File: src/rtl/noc_pkg.sv
// Shared NoC bridge definitions: widths and the Wishbone register map.
package noc_pkg;

  localparam int NOC_WID = 16;
  localparam int TAG_W   = 8;

  // Register addresses decoded by the Wishbone interface feeding this bridge
  localparam logic [31:0] NOC_RX_ADDR = 32'hFFFF_0000;
  localparam logic [31:0] NOC_TX_ADDR = 32'hFFFF_0004;

endpackage

File: src/rtl/sync_fifo.sv
// Single-clock FIFO with binary pointers, separate occupancy count and sync flush.
// A push into a full FIFO is accepted only when a pop happens in the same cycle.
module sync_fifo #(
  parameter  int WIDTH = 24,
  parameter  int DEPTH = 4,
  localparam int AW    = $clog2(DEPTH),
  localparam int CW    = AW + 1
) (
  input  logic             i_clk,
  input  logic             i_rst_n,
  input  logic             i_flush,
  input  logic             i_push,
  input  logic [WIDTH-1:0] i_data,
  input  logic             i_pop,
  output logic [WIDTH-1:0] o_data,
  output logic             o_full,
  output logic             o_empty,
  output logic [CW-1:0]    o_count
);

  logic [WIDTH-1:0] r_mem [DEPTH];
  logic [AW-1:0]    r_wr;
  logic [AW-1:0]    r_rd;
  logic [CW-1:0]    r_cnt;
  logic             w_push_ok;
  logic             w_pop_ok;

  assign o_full    = (r_cnt == CW'(DEPTH));
  assign o_empty   = (r_cnt == '0);
  assign o_count   = r_cnt;
  assign o_data    = o_empty ? '0 : r_mem[r_rd];
  assign w_pop_ok  = i_pop & ~o_empty;
  assign w_push_ok = i_push & (~o_full | w_pop_ok);

  // Pointer and occupancy bookkeeping; flush discards everything queued
  always_ff @(posedge i_clk or negedge i_rst_n) begin
    if (!i_rst_n) begin
      r_wr  <= '0;
      r_rd  <= '0;
      r_cnt <= '0;
    end else if (i_flush) begin
      r_wr  <= '0;
      r_rd  <= '0;
      r_cnt <= '0;
    end else begin
      if (w_push_ok) r_wr <= r_wr + AW'(1);
      if (w_pop_ok)  r_rd <= r_rd + AW'(1);
      case ({w_push_ok, w_pop_ok})
        2'b10:   r_cnt <= r_cnt + CW'(1);
        2'b01:   r_cnt <= r_cnt - CW'(1);
        default: r_cnt <= r_cnt;
      endcase
    end
  end

  // Storage write; contents need no reset because the count gates visibility
  always_ff @(posedge i_clk) begin
    if (w_push_ok && !i_flush) r_mem[r_wr] <= i_data;
  end

endmodule

File: src/rtl/noc_wb_bridge.sv
// Bridge between the toggle-signalled Wishbone NoC registers and valid/ready
// router streams, with one FIFO per direction and sticky error flags.
module noc_wb_bridge
  import noc_pkg::*;
#(
  parameter int NOC_WID = noc_pkg::NOC_WID,
  parameter int DEPTH   = 4,
  parameter int LVL_W   = $clog2(DEPTH) + 1
) (
  input  logic               wb_clk_i,
  input  logic               wb_rst_ni,
  input  logic               en,
  input  logic [NOC_WID-1:0] noc_rx,
  input  logic [TAG_W-1:0]   noc_rx_bits,
  input  logic               noc_rx_toggle,
  output logic [NOC_WID-1:0] noc_tx,
  input  logic               noc_tx_toggle,
  output logic [NOC_WID-1:0] out_flit_o,
  output logic [TAG_W-1:0]   out_tag_o,
  output logic               out_valid_o,
  input  logic               out_ready_i,
  input  logic [NOC_WID-1:0] in_flit_i,
  input  logic               in_valid_i,
  output logic               in_ready_o,
  output logic [LVL_W-1:0]   rx_level_o,
  output logic [LVL_W-1:0]   tx_level_o,
  output logic               rx_overflow_o,
  output logic               tx_underflow_o
);

  localparam int RXW = NOC_WID + TAG_W;

  logic           r_rx_tog;
  logic           r_tx_tog;
  logic           r_rx_ovf;
  logic           r_tx_unf;
  logic           w_rx_evt;
  logic           w_tx_evt;
  logic           w_flush;
  logic           w_rx_full;
  logic           w_rx_empty;
  logic           w_rx_pop;
  logic           w_tx_full;
  logic           w_tx_empty;
  logic           w_tx_push;
  logic [RXW-1:0] w_rx_head;

  assign w_flush  = ~en;
  assign w_rx_evt = en & (noc_rx_toggle ^ r_rx_tog);
  assign w_tx_evt = en & (noc_tx_toggle ^ r_tx_tog);

  assign out_valid_o = en & ~w_rx_empty;
  assign w_rx_pop    = out_valid_o & out_ready_i;
  assign {out_tag_o, out_flit_o} = w_rx_head;

  assign in_ready_o = en & ~w_tx_full;
  assign w_tx_push  = in_valid_i & in_ready_o;

  assign rx_overflow_o  = r_rx_ovf;
  assign tx_underflow_o = r_tx_unf;

  // Toggle history tracks the inputs every cycle, so en=0 absorbs the
  // interface's own toggle clear without producing an event
  always_ff @(posedge wb_clk_i or negedge wb_rst_ni) begin
    if (!wb_rst_ni) begin
      r_rx_tog <= 1'b0;
      r_tx_tog <= 1'b0;
    end else begin
      r_rx_tog <= noc_rx_toggle;
      r_tx_tog <= noc_tx_toggle;
    end
  end

  // Sticky error flags, cleared whenever the bridge is disabled
  always_ff @(posedge wb_clk_i or negedge wb_rst_ni) begin
    if (!wb_rst_ni) begin
      r_rx_ovf <= 1'b0;
      r_tx_unf <= 1'b0;
    end else if (!en) begin
      r_rx_ovf <= 1'b0;
      r_tx_unf <= 1'b0;
    end else begin
      if (w_rx_evt && w_rx_full && !w_rx_pop) r_rx_ovf <= 1'b1;
      if (w_tx_evt && w_tx_empty)             r_tx_unf <= 1'b1;
    end
  end

  sync_fifo #(.WIDTH(RXW), .DEPTH(DEPTH)) u_rx_fifo (
    .i_clk   (wb_clk_i),
    .i_rst_n (wb_rst_ni),
    .i_flush (w_flush),
    .i_push  (w_rx_evt),
    .i_data  ({noc_rx_bits, noc_rx}),
    .i_pop   (w_rx_pop),
    .o_data  (w_rx_head),
    .o_full  (w_rx_full),
    .o_empty (w_rx_empty),
    .o_count (rx_level_o)
  );

  sync_fifo #(.WIDTH(NOC_WID), .DEPTH(DEPTH)) u_tx_fifo (
    .i_clk   (wb_clk_i),
    .i_rst_n (wb_rst_ni),
    .i_flush (w_flush),
    .i_push  (w_tx_push),
    .i_data  (in_flit_i),
    .i_pop   (w_tx_evt),
    .o_data  (noc_tx),
    .o_full  (w_tx_full),
    .o_empty (w_tx_empty),
    .o_count (tx_level_o)
  );

endmodule

File: config.mk
export PLATFORM = sky130hd
export DESIGN_NAME = noc_wb_bridge
export DESIGN_NICKNAME = d
export VERILOG_FILES = /design/src/rtl/noc_pkg.sv /design/src/rtl/sync_fifo.sv /design/src/rtl/noc_wb_bridge.sv
export SDC_FILE = /design/constraint.sdc
export NUM_CORES = 1
export LEC_CHECK = 0
export ABC_AREA = 1
export BUFFER_PORTS_ARGS = -buffer_cell sky130_fd_sc_hd__buf_2
export CORE_MARGIN = 2
export CORE_UTILIZATION = 45
export DETAILED_ROUTE_END_ITERATION = 10
export GPL_TIMING_DRIVEN = 0
export PLACE_DENSITY = 0.69
export SLEW_MARGIN = 25
export SYNTH_ARGS = -nofsm -noshare
export SYNTH_HDL_FRONTEND = slang
export SYNTH_SLANG_ARGS = --single-unit
File: constraint.sdc
create_clock -name wb_clk_i -period 6.47 [get_ports wb_clk_i]
set_input_delay 1.294 -clock wb_clk_i [delete_from_list [all_inputs] [get_ports wb_clk_i]]
set_output_delay 1.294 -clock wb_clk_i [all_outputs]
set_load 0.01 [all_outputs]
* Word-level counts from Yosys, hierarchy flattened
Memory sizes are Yosys's and may differ from the RTL's. Index checks and enable logic that the tools add are counted.
Word-level totals: memories 2, output and inout port bits 50, memory bits (writable) 160, word-level logic and storage cells 82, register bits 18, bits of input ports 47
Memory list:
- u_rx_fifo.r_mem | words 4, width 24, rd ports 1, clocked after Yosys merged registers in 0, write ports 1, RTL line sync_fifo.sv:21 | logic [WIDTH-1:0] r_mem [DEPTH];
- u_tx_fifo.r_mem | words 4, width 16, rd ports 1, clocked after Yosys merged registers in 0, write ports 1, RTL line sync_fifo.sv:21
Operators by class: reduce and logical (&&, ||, !) cells 8, multiplexer cells 22, $add $sub $neg 8, equality and inequality tests 14, bitwise operators 18
Operator list (count):
- $mux W24 | 1
- $mux W16 | 1
- $mux W2 | 8
- $ne A2 B1 Y1 const B | 6
- $pmux W3 S2 | 2
- $and A1 B1 Y1 | 10
- $add A2 B1 Y2 const B | 4
- $mux W1 | 8
- $add A3 B1 Y3 const B | 2
- $eq A3 B3 Y1 const B | 2
- $logic_not A3 Y1 | 2
- $mux W3 | 2
- $ne A3 B1 Y1 const B | 2
- $sub A3 B1 Y3 const B | 2
- $logic_and A1 B1 Y1 | 5
- $eq A2 B1 Y1 const B | 2
- $eq A2 B2 Y1 const B | 2
- $not A1 Y1 | 4
- $or A1 B1 Y1 | 2
- $xor A1 B1 Y1 | 2
- $logic_not A1 Y1 | 1

* Longest topological paths before layout
Gate-level depths: netlist of the first run.
depth in word-level cells 10, mapped depth 13, gate-level depth less buffers 13

* Hierarchy
Synthesis of the first run repeated with hierarchy kept, for this count alone.
Unflattened totals: cell total of the unflattened synthesis 636, area total of the unflattened synthesis 7498.4 um2
Modules (own cells, without submodules):
- sync_fifo at u_rx_fifo | times used 1, area an instance 4257.8 um2, cells each 351, sequential area each 3057.9 um2
- sync_fifo at u_tx_fifo | times used 1, area an instance 3036.7 um2, cells each 256, sequential area each 2097.0 um2
- noc_wb_bridge | times used 1, area an instance 203.9 um2, cells each 29, sequential area each 100.1 um2

* Worst setup path before layout of the first run
Ideal clock, no wire load.
path type in2reg, start input port en, end memory u_rx_fifo.r_mem[0][0], enable pin, arrival 2.795 ns, path slack 3.270 ns, stages 5, setup time 0.405 ns, buffers on the path 1, required time 6.065 ns, path through buf_6 -> nand2_4 -> nor2_8 -> nand2_2 -> nor2_1
Between the ends: word-level cells in the longest chain between the ends 8, elaborated cells between the ends (all ways) 9, classes of those cells mux: 2; bitwise: 6; reduce/logical: 1
RTL lines:
- from (decl) | RTL line noc_wb_bridge.sv:12 | input logic en,
- $and A1 B1 Y1 | RTL line noc_wb_bridge.sv:52 | assign out_valid_o = en & ~w_rx_empty;
- $and A1 B1 Y1 | RTL line noc_wb_bridge.sv:53 | assign w_rx_pop = out_valid_o & out_ready_i;
- $and A1 B1 Y1 | RTL line sync_fifo.sv:32 | assign w_pop_ok = i_pop & ~o_empty;
- $or A1 B1 Y1 | RTL line sync_fifo.sv:33 | assign w_push_ok = i_push & (~o_full | w_pop_ok);
- $and A1 B1 Y1 | RTL line sync_fifo.sv:33
- $logic_and A1 B1 Y1 (*) | RTL line sync_fifo.sv:58 | if (w_push_ok && !i_flush) r_mem[r_wr] <= i_data;
- $mux W1 (*) | RTL line sync_fifo.sv:58
- $mux W1 (not written as such) (*) | RTL line sync_fifo.sv:58
- to (decl) | RTL line sync_fifo.sv:21
Mark *: on every way between the ends. The rest lies on a longest branch, timed or not.

* Final worst setup path of the first run
start register u_rx_fifo.r_rd[0], end output port out_tag_o[6]
Between the ends: word-level cells in the longest chain between the ends 2
RTL lines:
- from (decl) | RTL line sync_fifo.sv:23 | logic [AW-1:0] r_rd;
- from (signal assigned) | RTL line sync_fifo.sv:47 | if (w_pop_ok) r_rd <= r_rd + AW'(1);
- $mem_v2 Z4 W24
- $mux W24 | RTL line sync_fifo.sv:31 | assign o_data = o_empty ? '0 : r_mem[r_rd];
- to (decl) | RTL line noc_wb_bridge.sv:19 | output logic [TAG_W-1:0] out_tag_o,
Every way passes these cells.

==> flow_results.xml, run 1 <==
<?xml version="1.0" encoding="UTF-8"?>
<metrics>
  <group name="worst_hold_path">
    <metric name="holdCritPathClass" unit="">flop to flop</metric>
    <metric name="min_from" unit="">tx_underflow_o</metric>
    <metric name="whs_path_depth" unit="">2</metric>
    <metric name="whs_endpoint" unit="">tx_underflow_o</metric>
  </group>
  <group name="clock_network">
    <metric name="cts_htree_levels" unit="">4</metric>
    <metric name="tritoncts" unit="">done</metric>
    <metric name="holdBufCountCts" unit="">0</metric>
    <metric name="cts_setup_buffers" unit="">0</metric>
    <metric name="clkTransAtPathRegs" unit="ps">60</metric>
    <metric name="cts-root-buf" unit="">sky130_fd_sc_hd__clkbuf_16</metric>
    <metric name="numCtsBuffers" unit="">17</metric>
    <metric name="clk-insertion-delay-late" unit="ps">430</metric>
    <metric name="clock-sinks" unit="">178</metric>
    <metric name="post_cts_resized" unit="">0</metric>
    <metric name="cts_max_path_buffers" unit="">2</metric>
  </group>
  <group name="synth">
    <metric name="synth_cell_types" unit="">33</metric>
    <metric name="mappedNetlistArea" unit="µm²">7410</metric>
    <metric name="ys_ff_latch" unit="">178</metric>
    <metric name="syn-instance-count" unit="">619</metric>
    <metric name="avgSynthCellArea" unit="µm²">12.0</metric>
    <metric name="seq_area_frac_synth" unit="">0.709</metric>
    <metric name="ys_warn_count" unit="">0</metric>
    <metric name="post_synthesis_net_count" unit="">676</metric>
  </group>
  <group name="drt">
    <metric name="drt_iter0_markers" unit="">305</metric>
    <metric name="drt-wirelength-per-cell" unit="µm">16.7</metric>
    <metric name="drt-vias-per-instance" unit="">5.14</metric>
    <metric name="drc" unit="">0</metric>
    <metric name="firstDrtPassIters" unit="">5</metric>
    <metric name="antenna_left" unit="">0</metric>
    <metric name="routed_wire_length" unit="µm">16200</metric>
    <metric name="detailroute.via_count" unit="">4993</metric>
  </group>
  <group name="floorplan">
    <metric name="top_level_ports" unit="">97</metric>
    <metric name="die_area" unit="µm²">17500</metric>
    <metric name="floorplan.die.height" unit="µm">132</metric>
    <metric name="die_width" unit="µm">132</metric>
    <metric name="fp-row-count" unit="">46</metric>
    <metric name="initial_core_util" unit="">0.463</metric>
    <metric name="core_area" unit="µm²">16000</metric>
  </group>
  <group name="setup_path">
    <metric name="timing.reg2reg.worst_path_depth" unit="">11</metric>
    <metric name="path_class" unit="">flop to output pin</metric>
    <metric name="crit_slowest_cell" unit="">sky130_fd_sc_hd__dfrtp_1</metric>
    <metric name="reg2reg_launch_point" unit="">u_tx_fifo.o_count[1]</metric>
    <metric name="cp.arrival" unit="ps">2110</metric>
    <metric name="crit_path_cell_trace" unit="">inv_2, clkbuf_1, o21ai_0, a21oi_1, buf_2</metric>
    <metric name="critPathLaunchType" unit="">flop</metric>
    <metric name="worst_path_largest_cell_delay" unit="ps">430</metric>
    <metric name="r2r_setup_slack" unit="ps">4220</metric>
    <metric name="worstPathRequired" unit="ps">5180</metric>
    <metric name="crit_fanout" unit="">10</metric>
    <metric name="r2r-end" unit="">u_tx_fifo.o_count[2]</metric>
    <metric name="cp-end-kind" unit="">output pin</metric>
  </group>
  <group name="sta">
    <metric name="layout_skew" unit="ps">6.33</metric>
    <metric name="timing.slew.headroom" unit="">0.634</metric>
    <metric name="setup_viol_count_final" unit="">0</metric>
    <metric name="timing.final.max_slew_violations" unit="">0</metric>
    <metric name="portion_of_the_clock_cycle_consumed_by_the_worst_path_in_the_final_layout" unit="">0.527</metric>
    <metric name="timing.setup.tns" unit="ps">0</metric>
    <metric name="final.setup.worst_slack" unit="ps">3060</metric>
    <metric name="grt_setup_unrepaired" unit="">false</metric>
    <metric name="worstMarginPinSlew" unit="ps">549</metric>
    <metric name="final_hold_viol_count" unit="">0</metric>
    <metric name="maxClockFrequency" unit="GHz">0.293</metric>
    <metric name="final.min_clock_period" unit="ps">3410</metric>
  </group>
  <group name="job">
    <metric name="drv.max_cap_violation_count" unit="">0</metric>
  </group>
  <group name="power_and_ir_drop">
    <metric name="worst_ir_drop_vdd" unit="µV">197</metric>
    <metric name="p_leak" unit="nW">3.44</metric>
    <metric name="power.density_cell_area" unit="nW/µm²">358</metric>
  </group>
  <group name="finish">
    <metric name="final_common_cell" unit="">sky130_fd_sc_hd__nor2_1</metric>
    <metric name="finalNetCount" unit="">798</metric>
    <metric name="final_layout_size_suffix_gt1_frac" unit="">0.257</metric>
    <metric name="most_used_cells_in_the_layout_excluding_fill_and_tap_cells" unit="">sky130_fd_sc_hd__nor2_1, sky130_fd_sc_hd__edfxtp_1, sky130_fd_sc_hd__buf_2</metric>
    <metric name="syn2layout_area_growth" unit="%">20.4</metric>
    <metric name="fin_area" unit="µm²">8920</metric>
  </group>
  <group name="placed_design">
    <metric name="routabilityCongestion" unit="">0.791</metric>
    <metric name="place_hpwl" unit="µm">11000</metric>
    <metric name="portBuffers" unit="">95</metric>
    <metric name="pre_cts_slack" unit="ps">3280</metric>
    <metric name="dpl_cell_area" unit="µm²">8350</metric>
  </group>
  <group name="global_routing">
    <metric name="via_count_of_the_first_global_routing_pass" unit="">5097</metric>
    <metric name="groute.usage.overall" unit="">0.191</metric>
    <metric name="largest_net_degree_at_the_start_of_global_routing" unit="">19</metric>
    <metric name="grt_antenna_before_repair" unit="">4</metric>
    <metric name="grt_pass1_wl" unit="µm">25700</metric>
    <metric name="congestion_overflow_gr" unit="">0</metric>
  </group>
  <group name="run_status">
    <metric name="outcome" unit="">complete, no violations</metric>
  </group>
</metrics>
-- layout make-up --
class	count	area [µm²]
Antenna cell	4	10.0
Buffer	30	158
Clock buffer	17	425
Clock inverter	12	136
Fill cell	1360	7080
Inverter	31	116
Multi-Input combinational cell	380	1920
Sequential cell	178	5260
Tap cell	216	270
Timing Repair Buffer	103	629
-- stage by stage --
| step | std cells | util | hold WS, ps | total power [mW] |
|---|---|---|---|---|
| after floorplan | 619 | - | 499 | 1.90 |
| after global placement | 930 | 0.510 | 465 | 2.19 |
| after detailed placement | 938 | 0.522 | 467 | 2.24 |
| after CTS | 967 | 0.557 | 483 | 3.21 |
| after global routing | 969 | 0.557 | 534 | 3.35 |
| final | 971 | 0.558 | 478 | 3.19 |
-- logic make-up (layout without fill, tap and decap cells) --
logic type,count (synthesis),after routing,share of synthesized area
AO/OA/AOI/OAI,131,131,0.0898
XOR/XNOR,2,2,0.00236
adder cells (fa/ha/maj),10,10,0.0189
buffers and inverters,61,193,0.0370
flip-flops,178,178,0.709
other,0,4,0
AND/OR/NAND/NOR,237,237,0.143
-- where the power goes --
part | leakage (nW) | switching [mW] | internal, mW | total (mW)
clock network | 0.263 | 0.416 | 0.564 | 0.980
logic | 1.49 | 0.548 | 0.283 | 0.831
registers | 1.69 | 0.0452 | 1.33 | 1.38
-- sequential cells by signal (all words and copies together), names as in the netlist --
register / flops
u_tx_fifo.r_wr: 2
rx_overflow_o: 1
u_tx_fifo.r_rd: 2
tx_underflow_o: 1
u_tx_fifo.r_mem: 64
u_rx_fifo.r_mem: 96
r_tx_tog: 1
u_rx_fifo.r_wr: 2
u_tx_fifo.o_count: 3
r_rx_tog: 1
u_rx_fifo.r_rd: 2
u_rx_fifo.o_count: 3
-- worst max-delay path, delay by kind of cell, from the launching register on --
| kind | cells | cell delay (ps) |
|---|---|---|
| buffers and inverters | 3 | 750 |
| AOI/OAI and AO/OA | 2 | 510 |
| DFF | 1 | 430 |
-- cell usage after synthesis --
master / n / area (µm²)
sky130_fd_sc_hd__nand2_2: 5 / 31.3
sky130_fd_sc_hd__nor2_4: 2 / 22.5
sky130_fd_sc_hd__nand2_4: 2 / 22.5
sky130_fd_sc_hd__a31oi_1: 1 / 6.26
sky130_fd_sc_hd__inv_1: 23 / 86.3
sky130_fd_sc_hd__buf_4: 3 / 22.5
sky130_fd_sc_hd__nand3_4: 3 / 52.6
sky130_fd_sc_hd__a21oi_1: 40 / 200
sky130_fd_sc_hd__buf_6: 1 / 11.3
sky130_fd_sc_hd__nand4_1: 1 / 6.26
sky130_fd_sc_hd__nand3_1: 16 / 80.1
sky130_fd_sc_hd__o21ai_1: 62 / 310
sky130_fd_sc_hd__dfrtp_1: 18 / 450
sky130_fd_sc_hd__fa_1: 2 / 40.0
sky130_fd_sc_hd__a21oi_2: 1 / 8.76
sky130_fd_sc_hd__xnor2_1: 1 / 8.76
sky130_fd_sc_hd__nor3_4: 1 / 16.3
sky130_fd_sc_hd__o31ai_1: 2 / 15.0
sky130_fd_sc_hd__nand3b_1: 1 / 7.51
sky130_fd_sc_hd__clkbuf_1: 5 / 18.8
sky130_fd_sc_hd__clkbuf_2: 2 / 10.0
sky130_fd_sc_hd__inv_2: 8 / 30.0
sky130_fd_sc_hd__nor2_1: 171 / 642
sky130_fd_sc_hd__nand4_2: 1 / 12.5
sky130_fd_sc_hd__xor2_1: 1 / 8.76
sky130_fd_sc_hd__buf_2: 19 / 95.1
sky130_fd_sc_hd__nand2_1: 28 / 105
sky130_fd_sc_hd__nor2_8: 1 / 20.0
sky130_fd_sc_hd__o21ai_0: 25 / 125
sky130_fd_sc_hd__nor2_2: 2 / 12.5
sky130_fd_sc_hd__ha_1: 8 / 100
sky130_fd_sc_hd__edfxtp_1: 160 / 4800
sky130_fd_sc_hd__nand3_2: 3 / 30.0
-- worst max path at each step --
stage	startpoint	end	slack, ps	depth (start not counted)
after CTS	u_rx_fifo.r_rd[0]	out_tag_o[6]	3020	5
final	u_rx_fifo.r_rd[0]	out_tag_o[6]	3060	5
after floorplan	en	u_rx_fifo.r_mem[0][0]	3270	5
after global routing	u_rx_fifo.r_rd[0]	out_tag_o[7]	2910	5
after detailed placement	en	in_ready_o	3280	4
after global placement	noc_rx_toggle	u_rx_fifo.r_mem[3][16]	2370	6
-- metal layers --
layer  global-route usage  routed length, µm  part of all wire
met1                0.223               6420              0.40
met2                0.340               8350              0.52
met5                    0                  0                 0
met3               0.0458               1070             0.066
met4               0.0777                337             0.021
No activity file was read; power rests on OpenSTA's default activity.
==> run 2, diff against run 1 <==
- ABC_AREA: 1 -> 0
- PLACE_DENSITY: 0.69 -> 0.71
- clock period: 6.47 -> 2.89 ns (I/O delays scaled with it)
==> run 2 against run 1 <==
  * Clock-buffer cell count rose by 1
  * Clock skew up 3.9 ps
  * Clock power is 140% higher
  * Sequential power up 120%
  * Critical endpoint is now out_flit_o[3]
  * First-iteration DRC count fell by 36%
  * Combinational power grew 35%
  * Non-clock buffer count shrank 18
  * Cell count is 25% lower
  * Wire length shrank 17%
==> flow_results.xml, run 2 <==
<?xml version="1.0" encoding="UTF-8"?>
<metrics>
  <group name="global_routing">
    <metric name="grt_pass1_wl" unit="µm">21800</metric>
    <metric name="grt_antenna_before_repair" unit="">1</metric>
    <metric name="grt_use_met2" unit="">0.280</metric>
    <metric name="use_met1" unit="">0.195</metric>
    <metric name="largest_net_degree_at_the_start_of_global_routing" unit="">25</metric>
    <metric name="grt_use_met3" unit="">0.0575</metric>
    <metric name="groute.usage.overall" unit="">0.164</metric>
    <metric name="congestion_overflow_gr" unit="">0</metric>
    <metric name="via_count_of_the_first_global_routing_pass" unit="">4175</metric>
    <metric name="global_route.peak_usage_layer" unit="">met2</metric>
  </group>
  <group name="finish">
    <metric name="final_common_cell" unit="">sky130_fd_sc_hd__edfxtp_1</metric>
    <metric name="final_layout_size_suffix_gt1_frac" unit="">0.372</metric>
    <metric name="flip_flop_count_of_the_largest_register_after_layout" unit="">96</metric>
    <metric name="top_register" unit="">u_rx_fifo.r_mem</metric>
    <metric name="syn2layout_area_growth" unit="%">18.4</metric>
    <metric name="multi_input_comb_area" unit="µm²">1920</metric>
    <metric name="most_used_cells_in_the_layout_excluding_fill_and_tap_cells" unit="">sky130_fd_sc_hd__edfxtp_1, sky130_fd_sc_hd__buf_2, sky130_fd_sc_hd__mux4_2</metric>
    <metric name="biggestRegsByFlops" unit="">u_rx_fifo.r_mem (96), u_tx_fifo.r_mem (64)</metric>
    <metric name="finish.cell_count_without_fillers" unit="">730</metric>
    <metric name="fill_cell_total_of_the_finished_layout" unit="">1275</metric>
    <metric name="finalNetCount" unit="">557</metric>
    <metric name="seq_area" unit="µm²">5260</metric>
  </group>
  <group name="job">
    <metric name="drv.max_cap_violation_count" unit="">0</metric>
  </group>
  <group name="synth">
    <metric name="number_of_enable_flip_flop_cells_after_synthesis" unit="">160</metric>
    <metric name="synth_cell_types" unit="">48</metric>
    <metric name="mappedNetlistArea" unit="µm²">7310</metric>
    <metric name="yosysTopAreaCellShare" unit="">0.657</metric>
    <metric name="largest_cells_by_area_after_synthesis" unit="">sky130_fd_sc_hd__edfxtp_1, sky130_fd_sc_hd__mux4_2, sky130_fd_sc_hd__dfrtp_1, sky130_fd_sc_hd__and2_1, sky130_fd_sc_hd__ha_1</metric>
    <metric name="largest_area_contributor_in_the_synthesized_netlist" unit="">sky130_fd_sc_hd__edfxtp_1</metric>
    <metric name="post_synthesis_net_count" unit="">444</metric>
    <metric name="avgSynthCellArea" unit="µm²">18.9</metric>
    <metric name="ys_warn_count" unit="">0</metric>
    <metric name="synth_most_common_cell" unit="">sky130_fd_sc_hd__edfxtp_1</metric>
    <metric name="ys_ff_latch" unit="">178</metric>
    <metric name="ys_dominant_reg_cell" unit="">sky130_fd_sc_hd__edfxtp_1</metric>
    <metric name="seq_area_frac_synth" unit="">0.719</metric>
    <metric name="most_instantiated_cells_after_synthesis" unit="">sky130_fd_sc_hd__edfxtp_1, sky130_fd_sc_hd__mux4_2, sky130_fd_sc_hd__and2_1</metric>
    <metric name="synth-async-reset-ratio" unit="">0.101</metric>
    <metric name="syn-instance-count" unit="">387</metric>
  </group>
  <group name="sta">
    <metric name="maxClockFrequency" unit="GHz">0.371</metric>
    <metric name="worstMarginPinSlew" unit="ps">874</metric>
    <metric name="final.min_clock_period" unit="ps">2690</metric>
    <metric name="setup_viol_count_final" unit="">0</metric>
    <metric name="timing.final.max_slew_violations" unit="">0</metric>
    <metric name="final_hold_viol_count" unit="">0</metric>
    <metric name="portion_of_the_clock_cycle_consumed_by_the_worst_path_in_the_final_layout" unit="">0.932</metric>
    <metric name="timing.setup.tns" unit="ps">0</metric>
    <metric name="grt_setup_unrepaired" unit="">false</metric>
    <metric name="timing.slew.headroom" unit="">0.418</metric>
    <metric name="layout_skew" unit="ps">10.2</metric>
  </group>
  <group name="floorplan">
    <metric name="top_level_ports" unit="">97</metric>
    <metric name="die_width" unit="µm">131</metric>
    <metric name="die_area" unit="µm²">17300</metric>
    <metric name="fp-row-count" unit="">46</metric>
    <metric name="floorplan.die.height" unit="µm">131</metric>
    <metric name="initial_core_util" unit="">0.460</metric>
    <metric name="core_area" unit="µm²">15900</metric>
  </group>
  <group name="setup_path">
    <metric name="reg2reg_launch_point" unit="">u_tx_fifo.o_count[0]</metric>
    <metric name="cp.arrival" unit="ps">2120</metric>
    <metric name="crit_path_frequent_cell" unit="">sky130_fd_sc_hd__buf_2</metric>
    <metric name="critPathLaunchType" unit="">flop</metric>
    <metric name="r2r_setup_slack" unit="ps">230</metric>
    <metric name="cp-end-kind" unit="">output pin</metric>
    <metric name="timing.critical_path.to" unit="">out_flit_o[3]</metric>
    <metric name="crit_fanout" unit="">10</metric>
    <metric name="timing.reg2reg.worst_path_depth" unit="">8</metric>
    <metric name="worst_path_largest_cell_delay" unit="ps">370</metric>
    <metric name="worstPathRequired" unit="ps">2310</metric>
    <metric name="worst_setup_path_startpoint" unit="">u_rx_fifo.o_count[2]</metric>
    <metric name="r2r-end" unit="">u_tx_fifo.o_count[2]</metric>
    <metric name="path_class" unit="">flop to output pin</metric>
    <metric name="crit_path_cell_trace" unit="">buf_2, or3_1, buf_2, clkbuf_1, and2_1, buf_2</metric>
    <metric name="crit_slowest_cell" unit="">sky130_fd_sc_hd__dfrtp_1</metric>
  </group>
  <group name="worst_hold_path">
    <metric name="holdCritPathClass" unit="">primary input to asynchronous set/reset pin</metric>
  </group>
  <group name="clock_network">
    <metric name="holdBufCountCts" unit="">0</metric>
    <metric name="numCtsBuffers" unit="">17</metric>
    <metric name="cts_setup_buffers" unit="">0</metric>
    <metric name="tritoncts" unit="">done</metric>
    <metric name="post_cts_resized" unit="">0</metric>
    <metric name="cts-root-buf" unit="">sky130_fd_sc_hd__clkbuf_16</metric>
    <metric name="cts_htree_levels" unit="">4</metric>
    <metric name="clock-sinks" unit="">178</metric>
    <metric name="clk-insertion-delay-late" unit="ps">430</metric>
    <metric name="clkTransAtPathRegs" unit="ps">70</metric>
    <metric name="cts_max_path_buffers" unit="">2</metric>
  </group>
  <group name="drt">
    <metric name="drt-vias-per-instance" unit="">5.22</metric>
    <metric name="antenna_left" unit="">0</metric>
    <metric name="routed_wire_length" unit="µm">13400</metric>
    <metric name="firstDrtPassIters" unit="">4</metric>
    <metric name="detailroute.via_count" unit="">3808</metric>
    <metric name="drt_iter0_markers" unit="">196</metric>
    <metric name="drt-wirelength-per-cell" unit="µm">18.4</metric>
    <metric name="drc" unit="">0</metric>
  </group>
  <group name="power_and_ir_drop">
    <metric name="worst_ir_drop_vdd" unit="µV">556</metric>
    <metric name="power.total" unit="mW">6.44</metric>
    <metric name="power.density_cell_area" unit="nW/µm²">743</metric>
    <metric name="p_leak" unit="nW">3.11</metric>
  </group>
  <group name="run_status">
    <metric name="outcome" unit="">complete, no violations</metric>
  </group>
  <group name="placed_design">
    <metric name="dp.cells" unit="">698</metric>
    <metric name="routabilityCongestion" unit="">0.727</metric>
    <metric name="portBuffers" unit="">95</metric>
    <metric name="place_hpwl" unit="µm">8710</metric>
  </group>
</metrics>
run 2: cell types whose count changed after synthesis, sizes merged, moves of 12 or more:
cell / delta
mux4: +40
a21oi: -32
nand2: -26
inv: -25
nor2b: +12
nor2: -163
and2: +28
nand3: -19
o21ai: -85
run 2: area by class of cell:
class / instances / area share
Inverter: 6 / 0.00260
Timing Repair Buffer: 95 / 0.0549
Tap cell: 216 / 0.0312
Clock buffer: 18 / 0.0496
Multi-Input combinational cell: 182 / 0.221
Sequential cell: 178 / 0.607
Buffer: 20 / 0.0139
Antenna cell: 1 / 0.000289
Clock inverter: 14 / 0.0195
run 2: worst min-delay path by stage:
stage,to,slack (ps),cells after the start
2_1_floorplan,r_rx_tog,280,0
3_3_place_gp,tx_underflow_o,480,2
3_5_place_dp,tx_underflow_o,500,2
4_1_cts,u_rx_fifo.o_count[1],90,1
5_1_grt,u_rx_fifo.o_count[1],100,1
6_report,u_rx_fifo.o_count[1],80,1
run 2: worst max-delay path, delay by kind of cell, from the launching register on:
kind	cells	cell delay, ps
buffers and inverters	4	730
DFF	1	370
and+or+nand+nor	2	590
run 2: per-stage QoR:
step	util	hold slack [ps]	cell area, µm²	worst slack [ps]
after global placement	0.507	483	8060	164
after global routing	0.545	104	8660	0.151
after CTS	0.545	88.8	8660	152
after detailed placement	0.508	497	8060	368
after floorplan	-	282	7310	630
final	0.545	80.9	8660	195
run 2: cell families after synthesis:
family | synth area share
compound gates | 0.0299
xor+xnor | 0.0164
fa+ha+maj | 0.0192
buf+inv | 0.0200
flops | 0.719
mux | 0.126
simple gates | 0.0700
run 2: power by group:
group | internal, mW | leakage (nW) | switching, mW | total, mW
Combinational | 0.521 | 1.13 | 0.597 | 1.12
Sequential | 2.95 | 1.69 | 0.0628 | 3.01
Clock | 1.31 | 0.289 | 1.00 | 2.31
run 2: metal layers:
layer  vias to the layer above  wire (µm)
met5                         -          0
met4                         0        140
met3                        12        770
met2                        94       6890
met1                      1951       5650
li1                       1751          -
==> run 3, diff against run 2 <==
- CORE_MARGIN: 2 -> not set
- REMOVE_ABC_BUFFERS: not set -> 1
==> run 3 against run 2 <==
  * Non-clock buffer count is 16 lower
  * Die area shrank 3.0%
  * Fmax shrank 2.6%
  * Largest cell class unchanged
  * Global-route usage increased by 0.22 points
  * Sequential share of layout area rose by 0.35 points
  * Combinational power is 9% lower
  * Clock-buffer cell count did not move
  * Flip-flop and latch count unchanged
  * First-iteration DRC count rose by 15%
  * Sequential power increased by 3%
==> flow_results.xml, run 3 (same netlist as run 2, synthesis figures left out) <==
<?xml version="1.0" encoding="UTF-8"?>
<metrics>
  <group name="finish">
    <metric name="seq_area" unit="µm²">5260</metric>
    <metric name="antenna-diode-count" unit="">0</metric>
    <metric name="final_common_cell" unit="">sky130_fd_sc_hd__edfxtp_1</metric>
    <metric name="biggestRegsByFlops" unit="">u_rx_fifo.r_mem (96), u_tx_fifo.r_mem (64)</metric>
    <metric name="final_cell_utilization_of_the_core" unit="">0.542</metric>
    <metric name="finalNetCount" unit="">541</metric>
    <metric name="top_register" unit="">u_rx_fifo.r_mem</metric>
    <metric name="final_layout_size_suffix_gt1_frac" unit="">0.370</metric>
    <metric name="most_used_cells_in_the_layout_excluding_fill_and_tap_cells" unit="">sky130_fd_sc_hd__edfxtp_1, sky130_fd_sc_hd__buf_2, sky130_fd_sc_hd__mux4_2</metric>
    <metric name="syn2layout_area_growth" unit="%">17.8</metric>
    <metric name="flip_flop_count_of_the_largest_register_after_layout" unit="">96</metric>
    <metric name="fill_cell_total_of_the_finished_layout" unit="">1262</metric>
    <metric name="multi_input_comb_area" unit="µm²">1920</metric>
  </group>
  <group name="power_and_ir_drop">
    <metric name="worst_ir_drop_vdd" unit="µV">498</metric>
    <metric name="power.density_cell_area" unit="nW/µm²">754</metric>
    <metric name="p_leak" unit="nW">3.06</metric>
    <metric name="power.total" unit="mW">6.50</metric>
  </group>
  <group name="floorplan">
    <metric name="top_level_ports" unit="">97</metric>
    <metric name="die_area" unit="µm²">16800</metric>
    <metric name="core_area" unit="µm²">15900</metric>
    <metric name="floorplan.die.height" unit="µm">129</metric>
    <metric name="die_width" unit="µm">129</metric>
    <metric name="fp-row-count" unit="">46</metric>
    <metric name="initial_core_util" unit="">0.460</metric>
  </group>
  <group name="sta">
    <metric name="grt_setup_unrepaired" unit="">false</metric>
    <metric name="final.min_clock_period" unit="ps">2770</metric>
    <metric name="setup_viol_count_final" unit="">0</metric>
    <metric name="final_hold_viol_count" unit="">0</metric>
    <metric name="final.hold.worst_slack" unit="ps">85.9</metric>
    <metric name="timing.slew.headroom" unit="">0.412</metric>
    <metric name="timing.setup.tns" unit="ps">0</metric>
    <metric name="timing.final.max_slew_violations" unit="">0</metric>
    <metric name="maxClockFrequency" unit="GHz">0.362</metric>
    <metric name="layout_skew" unit="ps">7.72</metric>
    <metric name="portion_of_the_clock_cycle_consumed_by_the_worst_path_in_the_final_layout" unit="">0.957</metric>
    <metric name="worstMarginPinSlew" unit="ps">881</metric>
  </group>
  <group name="setup_path">
    <metric name="cp-end-kind" unit="">output pin</metric>
    <metric name="reg2reg_launch_point" unit="">r_tx_tog</metric>
    <metric name="critPathLaunchType" unit="">flop</metric>
    <metric name="cp.arrival" unit="ps">2190</metric>
    <metric name="r2r-end" unit="">u_tx_fifo.o_count[2]</metric>
    <metric name="worstPathRequired" unit="ps">2310</metric>
    <metric name="timing.reg2reg.worst_path_depth" unit="">7</metric>
    <metric name="r2r_setup_slack" unit="ps">600</metric>
    <metric name="path_class" unit="">flop to output pin</metric>
    <metric name="crit_fanout" unit="">26</metric>
  </group>
  <group name="drt">
    <metric name="routed_wire_length" unit="µm">12900</metric>
    <metric name="detailroute.via_count" unit="">3736</metric>
    <metric name="drc" unit="">0</metric>
    <metric name="firstDrtPassIters" unit="">6</metric>
    <metric name="drt-vias-per-instance" unit="">5.24</metric>
    <metric name="drt-wirelength-per-cell" unit="µm">18.1</metric>
    <metric name="antenna_left" unit="">0</metric>
    <metric name="drt_iter0_markers" unit="">225</metric>
  </group>
  <group name="global_routing">
    <metric name="use_met1" unit="">0.203</metric>
    <metric name="grt_pass1_wl" unit="µm">20400</metric>
    <metric name="grt_antenna_before_repair" unit="">1</metric>
    <metric name="congestion_overflow_gr" unit="">0</metric>
    <metric name="groute.usage.overall" unit="">0.166</metric>
    <metric name="grt_use_met3" unit="">0.0599</metric>
    <metric name="grt_use_met2" unit="">0.282</metric>
    <metric name="global_route.peak_usage_layer" unit="">met2</metric>
    <metric name="largest_net_degree_at_the_start_of_global_routing" unit="">27</metric>
    <metric name="via_count_of_the_first_global_routing_pass" unit="">3881</metric>
  </group>
  <group name="clock_network">
    <metric name="holdBufCountCts" unit="">0</metric>
    <metric name="clock-sinks" unit="">178</metric>
    <metric name="post_cts_resized" unit="">0</metric>
    <metric name="cts_setup_buffers" unit="">0</metric>
    <metric name="cts_max_path_buffers" unit="">2</metric>
    <metric name="cts-root-buf" unit="">sky130_fd_sc_hd__clkbuf_16</metric>
    <metric name="cts_htree_levels" unit="">4</metric>
    <metric name="numCtsBuffers" unit="">17</metric>
    <metric name="tritoncts" unit="">done</metric>
    <metric name="clkTransAtPathRegs" unit="ps">70</metric>
    <metric name="clk-insertion-delay-late" unit="ps">420</metric>
  </group>
  <group name="job">
    <metric name="drv.max_cap_violation_count" unit="">0</metric>
  </group>
  <group name="placed_design">
    <metric name="place_hpwl" unit="µm">7900</metric>
    <metric name="portBuffers" unit="">96</metric>
    <metric name="routabilityCongestion" unit="">0.741</metric>
  </group>
  <group name="run_status">
    <metric name="outcome" unit="">complete, no violations</metric>
  </group>
  <group name="worst_hold_path">
    <metric name="holdCritPathClass" unit="">primary input to asynchronous set/reset pin</metric>
  </group>
</metrics>
-- run 3: per-stage QoR --
step | instance area [µm²] | std cells | worst slack, ps
2_1_floorplan | 7190 | 366 | -141
3_3_place_gp | 7940 | 678 | -1280
3_5_place_dp | 7990 | 681 | 383
4_1_cts | 8620 | 713 | 44.7
5_1_grt | 8620 | 713 | 2.51
6_report | 8620 | 713 | 124
-- run 3: final cells by class --
type / count / area share
inverters: 6 / 0.00261
clock buffers: 18 / 0.0498
repair buffers: 99 / 0.0603
multi-input cells: 182 / 0.223
clock inverters: 14 / 0.0227
flip-flops and latches: 178 / 0.610
well taps: 216 / 0.0314
-- run 3: worst max-delay path by stage --
stage / start / depth (start not counted) / slack (ps) / to
finish: u_rx_fifo.o_count[2] / 3 / 120 / out_flit_o[13]
CTS: u_rx_fifo.o_count[2] / 3 / 40 / out_flit_o[13]
detailed placement: noc_tx_toggle / 8 / 380 / u_tx_fifo.o_count[2]
global placement: u_tx_fifo.o_count[0] / 7 / -1280 / u_tx_fifo.o_count[2]
floorplan: u_tx_fifo.o_count[0] / 7 / -140 / u_tx_fifo.o_count[2]
global route: u_rx_fifo.o_count[2] / 3 / 3 / out_flit_o[13]
-- run 3: metal layers --
metal	routed length [µm]	share of wire
met2	6550	0.51
met1	5400	0.42
met4	129	0.010
met5	13	0.0010
met3	790	0.061
-- run 3: critical path: stages (launching register included) --
cell,delay (ps)
sky130_fd_sc_hd__dfrtp_1,510
sky130_fd_sc_hd__or3_1,790
sky130_fd_sc_hd__and2_1,320
sky130_fd_sc_hd__buf_2,150
-- run 3: power breakdown --
part / switching (mW) / internal (mW) / total, mW
logic: 0.514 / 0.508 / 1.02
registers: 0.142 / 2.95 / 3.09
clock network: 0.992 / 1.39 / 2.38
